<file path="src/rtl/life_pkg.sv">
// life_pkg: shared control-state encodings and the B3/S23 rule
package life_pkg;
  typedef enum logic [1:0] {
    ST_IDLE    = 2'b00,
    ST_PROGRAM = 2'b01,
    ST_RUN     = 2'b10,
    ST_PAUSE   = 2'b11
  } state_t;

  function automatic logic life_rule(input logic alive, input logic [3:0] count);
    return count == 4'd3 || (alive && count == 4'd2);
  endfunction
endpackage

</file>
<file path="src/rtl/life_row_eval.sv">
// life_row_eval: next state of one row from itself and its two vertical neighbours
module life_row_eval import life_pkg::*; #(
  parameter int COLS = 8,
  parameter bit WRAP = 1'b1
) (
  input  logic [COLS-1:0] up,
  input  logic [COLS-1:0] mid,
  input  logic [COLS-1:0] dn,
  output logic [COLS-1:0] nxt
);
  for (genvar c = 0; c < COLS; c++) begin : g_col
    localparam int L = (c == 0) ? COLS - 1 : c - 1;
    localparam int R = (c == COLS - 1) ? 0 : c + 1;
    localparam bit EL = (c != 0) || WRAP;
    localparam bit ER = (c != COLS - 1) || WRAP;
    logic [7:0] nb;
    assign nb = {up[c], dn[c], EL & up[L], EL & mid[L], EL & dn[L], ER & up[R], ER & mid[R], ER & dn[R]};
    assign nxt[c] = life_rule(mid[c], 4'($countones(nb)));
  end
endmodule

</file>
<file path="src/rtl/life_engine.sv">
// life_engine: Game-of-Life grid with button programming and row-serial generation stepping
module life_engine import life_pkg::*; #(
  parameter int ROWS = 8,
  parameter int COLS = 8,
  parameter int WRAP = 1,
  parameter int CNT_W = 16
) (
  input  logic                            clka,
  input  logic                            rst,
  input  logic [1:0]                      state,
  input  logic                            btn0,
  input  logic                            btn1,
  input  logic                            step,
  output logic [ROWS*COLS-1:0]            grid,
  output logic [$clog2(ROWS*COLS)-1:0]    cell_idx,
  output logic                            busy,
  output logic                            gen_done,
  output logic [CNT_W-1:0]                gen_count,
  output logic                            stable,
  output logic                            extinct
);
  localparam int N = ROWS * COLS;
  localparam int CW = $clog2(N);
  localparam int RW = $clog2(ROWS);
  state_t st;
  logic b0_s, b0_p, b1_s, b1_p, e0, e1, last;
  logic [N-1:0] work, shadow, shadow_nx;
  logic [RW-1:0] row;
  logic [COLS-1:0] up, mid, dn, nxt;
  int ri;
  assign st = state_t'(state);
  assign e0 = b0_s & ~b0_p;
  assign e1 = b1_s & ~b1_p;
  assign ri = int'(row);
  assign last = row == RW'(ROWS - 1);
  assign extinct = ~|grid;
  assign mid = work[ri*COLS +: COLS];
  assign up = ri != 0 ? work[(ri-1)*COLS +: COLS] : (WRAP != 0 ? work[(ROWS-1)*COLS +: COLS] : '0);
  assign dn = ri != ROWS - 1 ? work[(ri+1)*COLS +: COLS] : (WRAP != 0 ? work[COLS-1:0] : '0);
  life_row_eval #(.COLS(COLS), .WRAP(WRAP != 0)) u_row (.up, .mid, .dn, .nxt);
  // shadow buffer with the row under evaluation merged in; the last row's result is the whole new generation
  always_comb begin
    shadow_nx = shadow;
    shadow_nx[ri*COLS +: COLS] = nxt;
  end
  // state actions: IDLE clears like reset, PAUSE freezes, PROGRAM edits and aborts, RUN steps
  always_ff @(posedge clka) begin
    gen_done <= 1'b0;
    if (rst || st == ST_IDLE) begin
      grid <= '0;
      cell_idx <= '0;
      busy <= 1'b0;
      gen_count <= '0;
      stable <= 1'b0;
      {b0_s, b0_p, b1_s, b1_p} <= '0;
      work <= '0;
      shadow <= '0;
      row <= '0;
    end else if (st != ST_PAUSE) begin
      b0_s <= btn0;
      b0_p <= b0_s;
      b1_s <= btn1;
      b1_p <= b1_s;
      if (st == ST_PROGRAM) begin
        busy <= 1'b0;
        if (e0 ^ e1) begin
          grid[cell_idx] <= e0;
          cell_idx <= cell_idx == CW'(N - 1) ? '0 : cell_idx + CW'(1);
          stable <= 1'b0;
        end
      end else if (busy) begin
        shadow <= shadow_nx;
        row <= last ? '0 : row + RW'(1);
        if (last) begin
          grid <= shadow_nx;
          busy <= 1'b0;
          gen_done <= 1'b1;
          gen_count <= gen_count + CNT_W'(1);
          stable <= shadow_nx == grid;
        end
      end else if (step) begin
        work <= grid;
        row <= '0;
        busy <= 1'b1;
      end
    end
  end
endmodule

</file>
<file path="config.mk">
export PLATFORM = sky130hd
export DESIGN_NAME = life_engine
export DESIGN_NICKNAME = d
export VERILOG_FILES = /design/src/rtl/life_pkg.sv /design/src/rtl/life_row_eval.sv /design/src/rtl/life_engine.sv
export SDC_FILE = /design/constraint.sdc
export NUM_CORES = 1
export LEC_CHECK = 0
export ABC_AREA = 1
export ABC_CLOCK_PERIOD_IN_PS = 12450
export CAP_MARGIN = 20
export CORE_MARGIN = 2
export CORE_UTILIZATION = 37
export DETAILED_ROUTE_END_ITERATION = 10
export PLACE_DENSITY = 0.61
export SLEW_MARGIN = 20
export SYNTH_ARGS = -nofsm -noshare
export SYNTH_HDL_FRONTEND = slang
export SYNTH_HIERARCHICAL = 1
export SYNTH_SLANG_ARGS = --single-unit
</file>
<file path="constraint.sdc">
create_clock -name clka -period 12.45 [get_ports clka]
set_clock_uncertainty 0.2 [all_clocks]
set_input_delay 1.245 -clock clka [delete_from_list [all_inputs] [get_ports clka]]
set_output_delay 1.245 -clock clka [all_outputs]
set_load 0.01 [all_outputs]
</file>
==> results.tsv <==
metric	value	unit
overflow	0	
yosysMostFrequentCell	nand2_1	
max-slew-margin-rel	0.262	
crit_fanout	40	
placed_cell_area	16800	µm²
track_usage	0.308	
syn_to_final_growth	15.3	%
worstPathRequired	12.73	ns
initialDrtViolationCount	1829	
cts_buffers	28	
crit_path_start_kind	flop	
syn-instance-count	2433	
cts-resized-gates	0	
start_util	0.376	
postCtsHoldBufs	0	
critPathArrivalTime	8.80	ns
rsz0062_at_grt	false	
setup_viol	0	
synthFlopType	dfxtp_1	
die_h	208	µm
wire_per_inst	22.7	µm
route.vias.total	17219	
max_freq	0.117	GHz
filler_cell_count	4348	
crit_path_end_kind	flop	
synth_top_cell_area_share	0.291	
post-cts-setup-buffers	0	
die_x	208	µm
grt_pass1_vias	15947	
synth_edf_count	0	
maxCapViolCount	0	
layout_min_cycle_time	8.51	ns
cp_common_cell	nand2_1	
syn_area_per_cell	6.33	µm²
outcome	complete, no violations	
cp_slowest_cell	ha_1	
synthTopCellsByCount	525 x nand2_1, 365 x inv_1, 293 x o21ai_0, 224 x dfxtp_1, 217 x nor2_1	
tns	0	ns
drive_gt1_frac	0.0455	
clkTransAtPathRegs	0.07	ns
syn_area	15400	µm²
antenna_found_initial	1	
rows	74	
h-tree-depth	1	
min_path_type	reg2reg	
clk_path_buf_depth	3	
synth_largest_area_cell	dfxtp_1	
final_nets	2544	
reg2reg_slack	3.94	ns
drc	0	
critPathMaxStageDelay	0.85	ns
grt_max_degree	87	
hold_viol_final	0	
coreArea	41000	µm²
wirelength	68.4	mm
fin_crit_sh	0.684	
clkLatencyLatePin	0.57	ns
first_pass_iters	7	
max-vdd-ir-drop	0.0946	mV
grt_pass1_wl	101	mm
tightest_slew	1.10	ns
diodes	0	
hpwl	49.3	mm
multi_input_area	9010	µm²
syn-num-nets	2516	
cp_top_family	adder cells	
synth_async_sr_flop_share	0	
dieArea	43300	µm²
synthTopCellsByArea	dfxtp_1 29%, nand2_1 13%, o21ai_0 9.5%, inv_1 8.9%, a21oi_1 5.6%	
yosysWarningCount	6	
regArea	4490	µm²
vias_per_cell	5.71	
leakage	0.00745	µW
clkSinkCount	224	
finalMaxSlewViolations	0	
synth-seq-area-share	0.291	
path_buf_inv	7	
ys_ff_latch	224	
ios	97	
clock-root-buffer	clkbuf_16	
ant_nets	0	
cts_tree	done	
synth_cell_types	48	
fin_area	17800	µm²
power_density	115	nW/µm²
place.gp.congestion	0.990	
portBuffers	96	
path_class	reg2reg	
area by class of cell:
class,instances,area share
Timing Repair Buffer,133,0.0697
Clock inverter,12,0.00599
Inverter,371,0.0785
Tap cell,532,0.0375
Clock buffer,40,0.0483
Sequential cell,224,0.253
Multi-Input combinational cell,1703,0.507
sequential cells by signal (all words and copies together), names as in the netlist:
register	flops
b1_p	1
work	64
b1_s	1
gen_count	16
stable	1
grid	64
b0_s	1
busy	1
row	3
shadow	64
gen_done	1
b0_p	1
cell_idx	6
where the power goes:
part / total (µW) / internal, µW / switching [µW] / leakage (µW)
registers: 749 / 734 / 14.6 / 0.00182
clock network: 858 / 502 / 356 / 0.000472
logic: 444 / 127 / 317 / 0.00516
total: 2050 / 1360 / 688 / 0.00745
tightest hold or removal path, cell delays in order (launching register included):
cell,delay [ns]
dfxtp_1,0.31
inv_1,0.06
a21oi_1,0.05
layout by cell type, fill, tap and decap left out, types with 23 or more instances in the layout:
cell / n
nand2_1: 524
inv_1: 364
o21ai_0: 293
dfxtp_1: 223
nor2_1: 214
a21oi_1: 172
nand3_1: 150
clkdlybuf4s50_1: 96
a31oi_1: 48
o211ai_1: 45
ha_1: 45
buf_4: 37
fa_1: 31
clkbuf_16: 30
o31ai_1: 23
layer usage:
layer / part of all wire / track usage
met4: 0.048 / 0.144
met3: 0.086 / 0.0463
met1: 0.41 / 0.404
met5: 0 / 0
met2: 0.45 / 0.498
metrics by stage:
stage               setup WS [ns]  hold slack [ns]  utilization  total power (µW)  cells
floorplan                    5.92            0.244            -              1050   2433
global placement             4.52            0.251        0.410              1190   2963
detailed placement           4.23            0.257        0.410              1200   2963
CTS                          4.19            0.268        0.433              2050   3015
global route                 3.59            0.301        0.433              2130   3015
finish                       3.94            0.264        0.433              2050   3015
cell families after synthesis:
family | share of synthesized area
buffers and inverters | 0.127
flip-flops | 0.291
XOR/XNOR | 0.00227
adder cells (fa/ha/maj) | 0.0768
AO/OA/AOI/OAI | 0.245
AND/OR/NAND/NOR | 0.259
worst paths after layout:
kind | cells past startpoint | end | from
min reg2reg | 2 | gen_count[15]$_SDFFE_PP0P_ | gen_count[15]$_SDFFE_PP0P_
max | 29 | stable$_SDFFE_PP0P_ | row[1]$_SDFFE_PP0P_
min | 2 | gen_count[15]$_SDFFE_PP0P_ | gen_count[15]$_SDFFE_PP0P_
max reg2reg | 29 | stable$_SDFFE_PP0P_ | row[1]$_SDFFE_PP0P_
No activity file was read; power rests on OpenSTA's default activity.
